===== src/rtl/lc2k_regfile_sb_pkg.sv =====
// lc2k_pkg: shared LC2K widths, index/word types and opcodes used to decide which instructions reserve a destination
package lc2k_pkg;
  localparam int LC2K_DATA_W   = 32;
  localparam int LC2K_NUM_REGS = 8;
  localparam int LC2K_ADDR_W   = 3;
  typedef logic [LC2K_ADDR_W-1:0] reg_idx_t;
  typedef logic [LC2K_DATA_W-1:0] word_t;
  typedef enum logic [2:0] {
    OP_ADD  = 3'd0,
    OP_NOR  = 3'd1,
    OP_LW   = 3'd2,
    OP_SW   = 3'd3,
    OP_BEQ  = 3'd4,
    OP_JALR = 3'd5,
    OP_HALT = 3'd6,
    OP_NOOP = 3'd7
  } opcode_t;
  // Decode asserts rsv_en for the instructions that produce a register result through writeback.
  function automatic logic writes_reg(opcode_t op);
    return op inside {OP_ADD, OP_NOR, OP_LW};
  endfunction
endpackage


===== src/rtl/lc2k_regfile_sb_if.sv =====
// lc2k_regfile_sb_if: decode/writeback bus of the LC2K register file
//   master (pipeline): drives read/debug indices, write and reserve requests
//   slave (regfile): returns read data, busy flags and the full scoreboard
interface lc2k_regfile_sb_if
  import lc2k_pkg::*;
#(
  parameter int DATA_W   = LC2K_DATA_W,
  parameter int NUM_REGS = LC2K_NUM_REGS,
  parameter int ADDR_W   = $clog2(NUM_REGS)
);
  logic [ADDR_W-1:0]   rd_addr_a, rd_addr_b, wr_addr, rsv_addr, dbg_addr;
  logic [DATA_W-1:0]   rd_data_a, rd_data_b, wr_data, dbg_data;
  logic                busy_a, busy_b, wr_en, rsv_en;
  logic [NUM_REGS-1:0] busy_vec;
  modport master (
    output rd_addr_a, rd_addr_b, wr_en, wr_addr, wr_data, rsv_en, rsv_addr, dbg_addr,
    input  rd_data_a, rd_data_b, busy_a, busy_b, dbg_data, busy_vec
  );
  modport slave (
    input  rd_addr_a, rd_addr_b, wr_en, wr_addr, wr_data, rsv_en, rsv_addr, dbg_addr,
    output rd_data_a, rd_data_b, busy_a, busy_b, dbg_data, busy_vec
  );
endinterface


===== src/rtl/lc2k_regfile_sb_scoreboard.sv =====
// lc2k_scoreboard: per-register busy bits, set by reserve, cleared by writeback, reserve wins on collision
//   clk, rst_n      : clock, asynchronous active-low reset
//   wr_en_i/addr_i  : writeback clears the busy bit
//   rsv_en_i/addr_i : issue reserves (sets) the busy bit
//   busy_vec_o      : registered scoreboard, bit i = register i busy
module lc2k_scoreboard
  import lc2k_pkg::*;
#(
  parameter int NUM_REGS  = LC2K_NUM_REGS,
  parameter int ADDR_W    = $clog2(NUM_REGS),
  parameter int ZERO_REG0 = 0
) (
  input  logic                clk,
  input  logic                rst_n,
  input  logic                wr_en_i,
  input  logic [ADDR_W-1:0]   wr_addr_i,
  input  logic                rsv_en_i,
  input  logic [ADDR_W-1:0]   rsv_addr_i,
  output logic [NUM_REGS-1:0] busy_vec_o
);
  localparam int DEPTH = 2 ** ADDR_W;
  // Indices that hold real state: in range, and not the hardwired zero register.
  localparam logic [DEPTH-1:0] OK = ({DEPTH{1'b1}} >> (DEPTH - NUM_REGS)) & ~DEPTH'(ZERO_REG0 != 0);
  logic [NUM_REGS-1:0] set_w, clr_w, busy_q, busy_d;
  always_comb begin
    set_w  = rsv_en_i ? NUM_REGS'(OK & (DEPTH'(1) << rsv_addr_i)) : '0;
    clr_w  = wr_en_i ? NUM_REGS'(OK & (DEPTH'(1) << wr_addr_i)) : '0;
    busy_d = (busy_q & ~clr_w) | set_w;
  end
  always_ff @(posedge clk or negedge rst_n)
    if (!rst_n) busy_q <= '0;
    else busy_q <= busy_d;
  assign busy_vec_o = busy_q;
endmodule


===== src/rtl/lc2k_regfile_sb.sv =====
// lc2k_regfile_sb: clocked LC2K register file with two combinational read ports, one write port, debug port and busy scoreboard
//   clk, rst_n : clock, asynchronous active-low reset
//   bus        : lc2k_regfile_sb_if.slave (reads, write, reserve, debug, busy flags)
//   LC2K_REGFILE_BYPASS_EN : when defined, a same-cycle write forwards to read ports A/B and clears their busy
module lc2k_regfile_sb
  import lc2k_pkg::*;
#(
  parameter int DATA_W    = LC2K_DATA_W,
  parameter int NUM_REGS  = LC2K_NUM_REGS,
  parameter int ADDR_W    = $clog2(NUM_REGS),
  parameter int ZERO_REG0 = 0
) (
  input logic             clk,
  input logic             rst_n,
  lc2k_regfile_sb_if.slave bus
);
  localparam int DEPTH = 2 ** ADDR_W;
  localparam logic [DEPTH-1:0] OK = ({DEPTH{1'b1}} >> (DEPTH - NUM_REGS)) & ~DEPTH'(ZERO_REG0 != 0);
`ifdef LC2K_REGFILE_BYPASS_EN
  localparam bit BYPASS = 1'b1;
`else
  localparam bit BYPASS = 1'b0;
`endif
  // Array spans every encodable index; entries outside OK are never written so they stay 0 and read as 0.
  logic [DATA_W-1:0]   regs_q [DEPTH];
  logic [DATA_W-1:0]   regs_d [DEPTH];
  logic [DEPTH-1:0]    we, busy_ext;
  logic [NUM_REGS-1:0] busy_vec;
  logic                hit_a, hit_b;
  always_comb begin
    we     = bus.wr_en ? OK & (DEPTH'(1) << bus.wr_addr) : '0;
    regs_d = regs_q;
    for (int i = 0; i < DEPTH; i++) regs_d[i] = we[i] ? bus.wr_data : regs_q[i];
  end
  always_ff @(posedge clk or negedge rst_n)
    if (!rst_n) regs_q <= '{default: '0};
    else regs_q <= regs_d;
  lc2k_scoreboard #(
    .NUM_REGS (NUM_REGS),
    .ADDR_W   (ADDR_W),
    .ZERO_REG0(ZERO_REG0)
  ) u_sb (
    .clk       (clk),
    .rst_n     (rst_n),
    .wr_en_i   (bus.wr_en),
    .wr_addr_i (bus.wr_addr),
    .rsv_en_i  (bus.rsv_en),
    .rsv_addr_i(bus.rsv_addr),
    .busy_vec_o(busy_vec)
  );
  // Forwarding is gated by rst_n so reads stay 0 while reset is held even with a write pending.
  always_comb begin
    busy_ext      = DEPTH'(busy_vec);
    hit_a         = BYPASS && rst_n && bus.wr_en && OK[bus.wr_addr] && (bus.wr_addr == bus.rd_addr_a);
    hit_b         = BYPASS && rst_n && bus.wr_en && OK[bus.wr_addr] && (bus.wr_addr == bus.rd_addr_b);
    bus.rd_data_a = hit_a ? bus.wr_data : regs_q[bus.rd_addr_a];
    bus.rd_data_b = hit_b ? bus.wr_data : regs_q[bus.rd_addr_b];
    bus.busy_a    = !hit_a && busy_ext[bus.rd_addr_a];
    bus.busy_b    = !hit_b && busy_ext[bus.rd_addr_b];
    bus.dbg_data  = regs_q[bus.dbg_addr];
    bus.busy_vec  = busy_vec;
  end
endmodule


===== src/flat_wrapper.sv =====
// flat-port wrapper written by rule: the top's interface ports become plain ports
module lc2k_regfile_sb_flat import lc2k_pkg::*;
#(
  parameter int DATA_W    = LC2K_DATA_W,
  parameter int NUM_REGS  = LC2K_NUM_REGS,
  parameter int ADDR_W    = $clog2(NUM_REGS),
  parameter int ZERO_REG0 = 0
)
  (clk, rst_n, bus_rd_addr_a, bus_rd_addr_b, bus_wr_en, bus_wr_addr, bus_wr_data, bus_rsv_en, bus_rsv_addr, bus_dbg_addr, bus_rd_data_a, bus_rd_data_b, bus_busy_a, bus_busy_b, bus_dbg_data, bus_busy_vec);
  lc2k_regfile_sb_if #(.DATA_W(DATA_W), .NUM_REGS(NUM_REGS), .ADDR_W(ADDR_W)) bus_i ();
  input logic clk;
  input logic rst_n;
  input wire logic [$bits(bus_i.rd_addr_a)-1:0] bus_rd_addr_a;
  input wire logic [$bits(bus_i.rd_addr_b)-1:0] bus_rd_addr_b;
  input wire logic [$bits(bus_i.wr_en)-1:0] bus_wr_en;
  input wire logic [$bits(bus_i.wr_addr)-1:0] bus_wr_addr;
  input wire logic [$bits(bus_i.wr_data)-1:0] bus_wr_data;
  input wire logic [$bits(bus_i.rsv_en)-1:0] bus_rsv_en;
  input wire logic [$bits(bus_i.rsv_addr)-1:0] bus_rsv_addr;
  input wire logic [$bits(bus_i.dbg_addr)-1:0] bus_dbg_addr;
  output wire logic [$bits(bus_i.rd_data_a)-1:0] bus_rd_data_a;
  output wire logic [$bits(bus_i.rd_data_b)-1:0] bus_rd_data_b;
  output wire logic [$bits(bus_i.busy_a)-1:0] bus_busy_a;
  output wire logic [$bits(bus_i.busy_b)-1:0] bus_busy_b;
  output wire logic [$bits(bus_i.dbg_data)-1:0] bus_dbg_data;
  output wire logic [$bits(bus_i.busy_vec)-1:0] bus_busy_vec;
  assign bus_i.rd_addr_a = bus_rd_addr_a;
  assign bus_i.rd_addr_b = bus_rd_addr_b;
  assign bus_i.wr_en = bus_wr_en;
  assign bus_i.wr_addr = bus_wr_addr;
  assign bus_i.wr_data = bus_wr_data;
  assign bus_i.rsv_en = bus_rsv_en;
  assign bus_i.rsv_addr = bus_rsv_addr;
  assign bus_i.dbg_addr = bus_dbg_addr;
  assign bus_rd_data_a = bus_i.rd_data_a;
  assign bus_rd_data_b = bus_i.rd_data_b;
  assign bus_busy_a = bus_i.busy_a;
  assign bus_busy_b = bus_i.busy_b;
  assign bus_dbg_data = bus_i.dbg_data;
  assign bus_busy_vec = bus_i.busy_vec;
  lc2k_regfile_sb #(.DATA_W(DATA_W), .NUM_REGS(NUM_REGS), .ADDR_W(ADDR_W), .ZERO_REG0(ZERO_REG0)) u_core (.clk(clk), .rst_n(rst_n), .bus(bus_i));
endmodule

===== config.mk =====
export PLATFORM = sky130hd
export DESIGN_NAME = lc2k_regfile_sb_flat
export DESIGN_NICKNAME = d
export VERILOG_FILES = /design/src/rtl/lc2k_regfile_sb_pkg.sv /design/src/rtl/lc2k_regfile_sb_if.sv /design/src/rtl/lc2k_regfile_sb_scoreboard.sv /design/src/rtl/lc2k_regfile_sb.sv /design/src/flat_wrapper.sv
export SDC_FILE = /design/constraint.sdc
export NUM_CORES = 1
export LEC_CHECK = 0
export CAP_MARGIN = 5
export CORE_ASPECT_RATIO = 1.5
export CORE_MARGIN = 3
export CORE_UTILIZATION = 38
export CTS_BUF_LIST = sky130_fd_sc_hd__clkbuf_4 sky130_fd_sc_hd__clkbuf_8
export CTS_CLUSTER_DIAMETER = 200
export DETAILED_ROUTE_END_ITERATION = 8
export SETUP_SLACK_MARGIN = 0.2
export SYNTH_ARGS = -nofsm -noshare
export SYNTH_HDL_FRONTEND = slang
export SYNTH_SLANG_ARGS = --single-unit

===== constraint.sdc =====
create_clock -name clk -period 2.6 [get_ports clk]
set_input_delay 0.26 -clock clk [delete_from_list [all_inputs] [get_ports clk]]
set_output_delay 0.26 -clock clk [all_outputs]
set_load 0.03 [all_outputs]

==> results of run 1 <==
[flip-flops by register name (all words and copies together) (netlist names)]
| name | cells |
|---|---|
| u_core.regs_q | 256 |
| u_core.u_sb.busy_vec_o | 8 |
[power by group through the flow]
stage	Combinational [mW]	Clock, mW	Sequential, mW
6_report	5.12	3.98	5.86
2_1_floorplan	3.69	0	5.66
5_1_grt	5.43	4.31	6.02
3_5_place_dp	5.41	0	5.92
4_1_cts	5.26	4.12	5.85
3_3_place_gp	5.35	0	5.86
[metrics by stage]
| stage | hold WS [ns] | area [um2] |
|---|---|---|
| after floorplan | -0.0356 | 15800 |
| after global placement | 0.145 | 18100 |
| after detailed placement | 0.145 | 18100 |
| after CTS | 0.111 | 19100 |
| after global routing | 0.145 | 18900 |
| final | 0.138 | 18900 |
[placed cells by master (no fill, tap or decap), drive strengths merged, types with 2 or more instances in the layout]
master	instances
a32o	3
buf	83
clkbuf	110
clkdlybuf4s15	28
clkdlybuf4s50	48
dfrtp	264
dlygate4sd2	4
inv	5
mux2	354
mux4	196
nand2	2
nand4b	3
nor2b	3
nor4bb	3
o2bb2ai	3
[cells by family (layout without fill, tap and decap cells)]
kind of cell | Yosys count | in the layout | synth area share
multiplexers | 550 | 550 | 0.534
AND/OR/NAND/NOR | 14 | 14 | 0.00752
flip-flops | 264 | 264 | 0.418
AO/OA/AOI/OAI | 8 | 8 | 0.00451
other | 0 | 1 | 0
buffers and inverters | 91 | 281 | 0.0360
[cell type report]
class                      instances  area share
sequential                       264       0.349
timing repair buffer             200       0.105
multi-input combinational        572       0.458
clock inverter                     2    0.000661
antenna                            1    0.000132
inverter                           5    0.000992
tap                              552      0.0365
clock buffer                      74      0.0495
[repair_timing]
| action | in CTS | in global routing |
|---|---|---|
| hold endpoints to repair | 236 | 0 |
| buffers inserted | 0 | 0 |
| pin swaps | 0 | 0 |
| gates resized for setup | 146 | 65 |
| hold buffers | 1 | 0 |
| setup endpoints to repair | 74 | 40 |
[metal layers]
layer,vias to the layer above,GRT usage,part of all wire,wire [um]
li1,4085,-,-,-
met1,5317,0.255,0.41,18100
met2,280,0.357,0.52,23100
met3,62,0.0322,0.046,2010
met4,0,0.0516,0.022,951
met5,-,0,0,0
[how the worst max path moves through the flow]
stage | startpoint | endpoint | slack, ns | depth (start not counted)
2_1_floorplan | bus_dbg_addr[0] | bus_dbg_data[0] | 0.87 | 4
3_3_place_gp | bus_dbg_addr[0] | bus_dbg_data[4] | 0.17 | 5
3_5_place_dp | bus_dbg_addr[0] | bus_dbg_data[4] | 0.17 | 5
4_1_cts | u_core.regs_q[80]$_DFFE_PN0P_ | bus_rd_data_a[16] | 0.13 | 3
5_1_grt | u_core.regs_q[75]$_DFFE_PN0P_ | bus_rd_data_b[11] | 0.20 | 3
6_report | u_core.regs_q[130]$_DFFE_PN0P_ | bus_dbg_data[2] | 0.27 | 3
==> impl_metrics.json, run 1 <==
{
  "core_area_um2": 40700,
  "cellInternalPower_mw": 10.0,
  "cts_root_buf": "clkbuf_8",
  "crit_fanout": 4,
  "grt_pass1_vias": 10800,
  "die_area_um2": 44100,
  "cts_tree": "built",
  "pre_cts_slack_ns": 0.170,
  "syn_inst": 927,
  "synth_area_per_cell_um2": 17.0,
  "crit_path_end_kind": "output port",
  "power_density_nw_per_um2": 791,
  "dpl.cell_count": 1592,
  "ir_drop_mv": 0.492,
  "cts_buffer_depth": 3,
  "critPathArrivalTime_ns": 2.07,
  "leakagePower_nw": 7.61,
  "p_seq_frac": 0.392,
  "drcViolationCount": 0,
  "areaGrowthSynthToFinish_pct": 19.8,
  "post-dp-hpwl_um": 27000,
  "maxCapViolCount": 0,
  "tns_ns": 0,
  "p_sw_frac": 0.329,
  "synth-edff-count": 0,
  "yosysUniqueCellTypes": 23,
  "setup_viol": 0,
  "yosys-top-cells-area": "dfrtp_1, mux4_2, mux2_2, mux2_1, mux4_1",
  "multiInputGateArea_um2": 8670,
  "clock_latency_ns": 0.57,
  "gp_congestion": 0.752,
  "cp.required_ns": 2.34,
  "grt_max_degree": 84,
  "grt-ovfl-total": 0,
  "status": "finished clean",
  "setup_slack_ns": 0.266,
  "worstHoldPathType": "input port to async pin",
  "start_util": 0.389,
  "cts_buffers": 46,
  "port-buffer-count": 156,
  "layout_min_cycle_time_ns": 2.33,
  "ant_nets": 0,
  "die_w_um": 173,
  "grt_pass1_wl_um": 68100,
  "track_usage": 0.200,
  "fin_worst_skew_ns": 0,
  "cts_sinks": 264,
  "crit_slowest_cell": "mux4_2",
  "switchingPower_mw": 4.92,
  "synth.top_cell.area_share": 0.418,
  "reg2reg_depth": 1,
  "cp_slowest_stage_delay_ns": 0.46,
  "crit_chain": "mux4_2, mux2_2, dlygate4sd2_1",
  "synth_nets": 978,
  "seq_area_frac_synth": 0.418,
  "register_area_um2": 6610,
  "r2r_slack_ns": 1.76,
  "clkTransAtPathRegs_ns": 0.06,
  "final_nets": 1140,
  "vias": 9744,
  "drtIter0Drc": 602,
  "avgRoutedWirePerCell_um": 26.4,
  "drt-pass1-iter-count": 4,
  "r2r_end": "u_core.regs_q[140]$_DFFE_PN0P_",
  "drive_gt1_frac": 0.574,
  "max_freq_mhz": 428,
  "crit_family": "multiplexers",
  "cp_num_buf_inv": 1,
  "p_total_mw": 15.0,
  "yosysMostFrequentCell": "dfrtp_1",
  "utilization": 0.466,
  "rsz0062_at_grt": "no",
  "fp.dieH_um": 256,
  "via_per_inst": 5.83,
  "synth_top_cells_by_count": "dfrtp_1, mux2_2, mux4_2, mux2_1, buf_2",
  "critPathKind": "flop to output port",
  "nFillCells": 3567,
  "ys.flop_type": "dfrtp_1",
  "p_clk_frac": 0.266,
  "comb_power_share": 0.342,
  "cp-start-kind": "flop",
  "max_slew_margin": 0.661,
  "synth_area_um2": 15800,
  "worstMarginPinSlew_ns": 0.509,
  "timing.rr.start": "u_core.regs_q[140]$_DFFE_PN0P_",
  "instances_no_fill": 1670,
  "hold_viol_final": 0,
  "synth_area_leader_cell": "dfrtp_1",
  "fp-row-count": 90,
  "async_flop_share": 1.00,
  "antenna_found_initial": 1,
  "htreeDepth": 2,
  "ys_warn_count": 0,
  "ys_ff_latch": 264,
  "wl_um": 44100,
  "slew_viol_final": 0,
  "ios": 157,
  "finalCritPeriodShare": 0.898
}
Note: power is estimated with default switching activity, not from simulation.
==> inputs of run 2 (changes only) <==
CAP_MARGIN = 20   (was 5)
==> results of run 2 <==
Same layout as run 1: the final DEF is identical, and so are final timing and power.
==> inputs of run 3 (changes only) <==
PLACE_DENSITY = 0.55   (was default)
==> run 3 against run 2 <==
Setup slack worse by 0.015 ns. Hold slack improved by 0.094 ns. Clock-buffer cell count grew 2. Clock power up 2%. Combinational power about the same. Total power rose by 0.59%. Clock skew is the same. Global-route usage up 0.38 points. First-iteration DRC count is 37% lower. Flip-flop and latch count is the same. Core utilization increased by 0.49 points.
==> impl_metrics.json, run 3 (same netlist as run 1, synthesis figures left out) <==
{
  "worstHoldPathType": "input port to async pin",
  "fp-row-count": 90,
  "setup_slack_ns": 0.250,
  "htreeDepth": 2,
  "grt_max_degree": 71,
  "crit_fanout": 4,
  "cts_buffer_depth": 3,
  "leakagePower_nw": 7.72,
  "final_cell_mix": "dfrtp_1, mux2_2, mux4_2, mux2_1, clkbuf_8",
  "largest_register": "u_core.regs_q",
  "clkTransAtPathRegs_ns": 0.06,
  "utilization": 0.471,
  "design_area_um2": 19100,
  "maxCapViolCount": 0,
  "die_area_um2": 44100,
  "layout_min_cycle_time_ns": 2.35,
  "hold_ws_ns": 0.231,
  "cp.required_ns": 2.34,
  "cts_buffers": 47,
  "antenna_found_initial": 4,
  "power_density_nw_per_um2": 787,
  "areaGrowthSynthToFinish_pct": 21.0,
  "cts_root_buf": "clkbuf_8",
  "start_util": 0.389,
  "dpl.cell_count": 1607,
  "final_nets": 1156,
  "drcViolationCount": 0,
  "worstMarginPinSlew_ns": 0.599,
  "crit_chain": "mux4_2, mux2_2, clkdlybuf4s15_2",
  "fin_worst_skew_ns": 0,
  "cts_sinks": 264,
  "wl_um": 44500,
  "via_per_inst": 5.78,
  "fp.dieH_um": 256,
  "track_usage": 0.204,
  "met3WireLength_um": 2080,
  "ios": 157,
  "largest_reg_flops": 256,
  "port-buffer-count": 156,
  "cts_setup_buffers": 0,
  "rsz0062_at_grt": "no",
  "met1Wirelength_um": 18300,
  "core_area_um2": 40700,
  "pre_cts_slack_ns": 0.150,
  "slew_viol_final": 0,
  "hold_viol_final": 0,
  "status": "finished clean",
  "critPathArrivalTime_ns": 2.09,
  "max_freq_mhz": 426,
  "cts_tree": "built",
  "die_w_um": 173,
  "max_slew_margin": 0.600,
  "layout_commonest_cell": "dfrtp_1",
  "cp_slowest_stage_delay_ns": 0.48,
  "crit_path_end_kind": "output port",
  "highest_layer": "met5",
  "critPathKind": "flop to output port",
  "grt_pass1_vias": 10800,
  "cp-start-kind": "flop",
  "vias": 9775,
  "ir_drop_mv": 0.433,
  "drive_gt1_frac": 0.571,
  "post-dp-hpwl_um": 28300,
  "grt_pass1_wl_um": 69200,
  "finalCritPeriodShare": 0.904,
  "crit_slowest_cell": "mux4_2",
  "tns_ns": 0,
  "ant_nets": 0,
  "instances_no_fill": 1690,
  "setup_viol": 0,
  "drtIter0Drc": 382,
  "grt-ovfl-total": 0,
  "clock_latency_ns": 0.56,
  "avgRoutedWirePerCell_um": 26.3,
  "placed_area_um2": 18300,
  "wl_met2_um": 23300,
  "gp_congestion": 0.764,
  "drt-pass1-iter-count": 4,
  "p_total_mw": 15.1
}
==> run 3: cell types whose count changed in the layout (fill, tap and decap cells not counted), moves of 2 or more <==
cell	delta
dlygate4sd2_1	+5
clkdlybuf4s15_1	+6
buf_2	-3
clkbuf_2	-7
clkbuf_8	+3
buf_4	+17
diode_2	+2
clkdlybuf4s15_2	-3
==> run 3: area by class of cell <==
type,count,area [um2]
Sequential cell,264,6610
Clock inverter,3,17.5
Antenna cell,3,7.51
Timing Repair Buffer,215,2140
Clock buffer,76,971
Fill cell,3624,21500
Inverter,5,18.8
Multi-Input combinational cell,572,8670
Tap cell,552,691
==> run 3: critical path, delay by kind of cell, from the launching register on <==
kind	cells	cell delay, ns
DFF	1	0.40
buffers and inverters	1	0.30
muxes	2	0.81
==> run 3: where the power goes <==
part           leakage (nW)  internal (mW)  switching (mW)
Sequential             3.16           5.02           0.828
Clock                 0.523           2.34            1.73
Combinational          4.03           2.79            2.34
Total                  7.72           10.2            4.90
==> run 3: worst paths after layout <==
path	from	to	slack (ns)	depth (start not counted)
max	u_core.regs_q[30]$_DFFE_PN0P_	bus_rd_data_a[30]	0.25	3
min reg2reg	u_core.regs_q[102]$_DFFE_PN0P_	u_core.regs_q[102]$_DFFE_PN0P_	0.52	1
min	rst_n	u_core.regs_q[169]$_DFFE_PN0P_	0.23	2
max reg2reg	u_core.regs_q[133]$_DFFE_PN0P_	u_core.regs_q[133]$_DFFE_PN0P_	1.77	1
max in group asynchronous	rst_n	u_core.regs_q[69]$_DFFE_PN0P_	1.53	3
min in group clk	bus_rsv_en	u_core.u_sb.busy_vec_o[2]$_DFF_PN0_	0.39	3
==> run 3: metal layers <==
layer | vias up | GRT usage
li1 | 4104 | -
met1 | 5353 | 0.262
met2 | 256 | 0.362
met3 | 60 | 0.0368
met4 | 2 | 0.0464
met5 | - | 0
==> run 3: repair_timing <==
action | in CTS | in global routing
hold buffers | 1 | 0
cloned | 0 | 0
endpoints found under the hold margin | 65 | 0
gates resized for setup | 131 | 61
setup endpoints to repair | 71 | 38
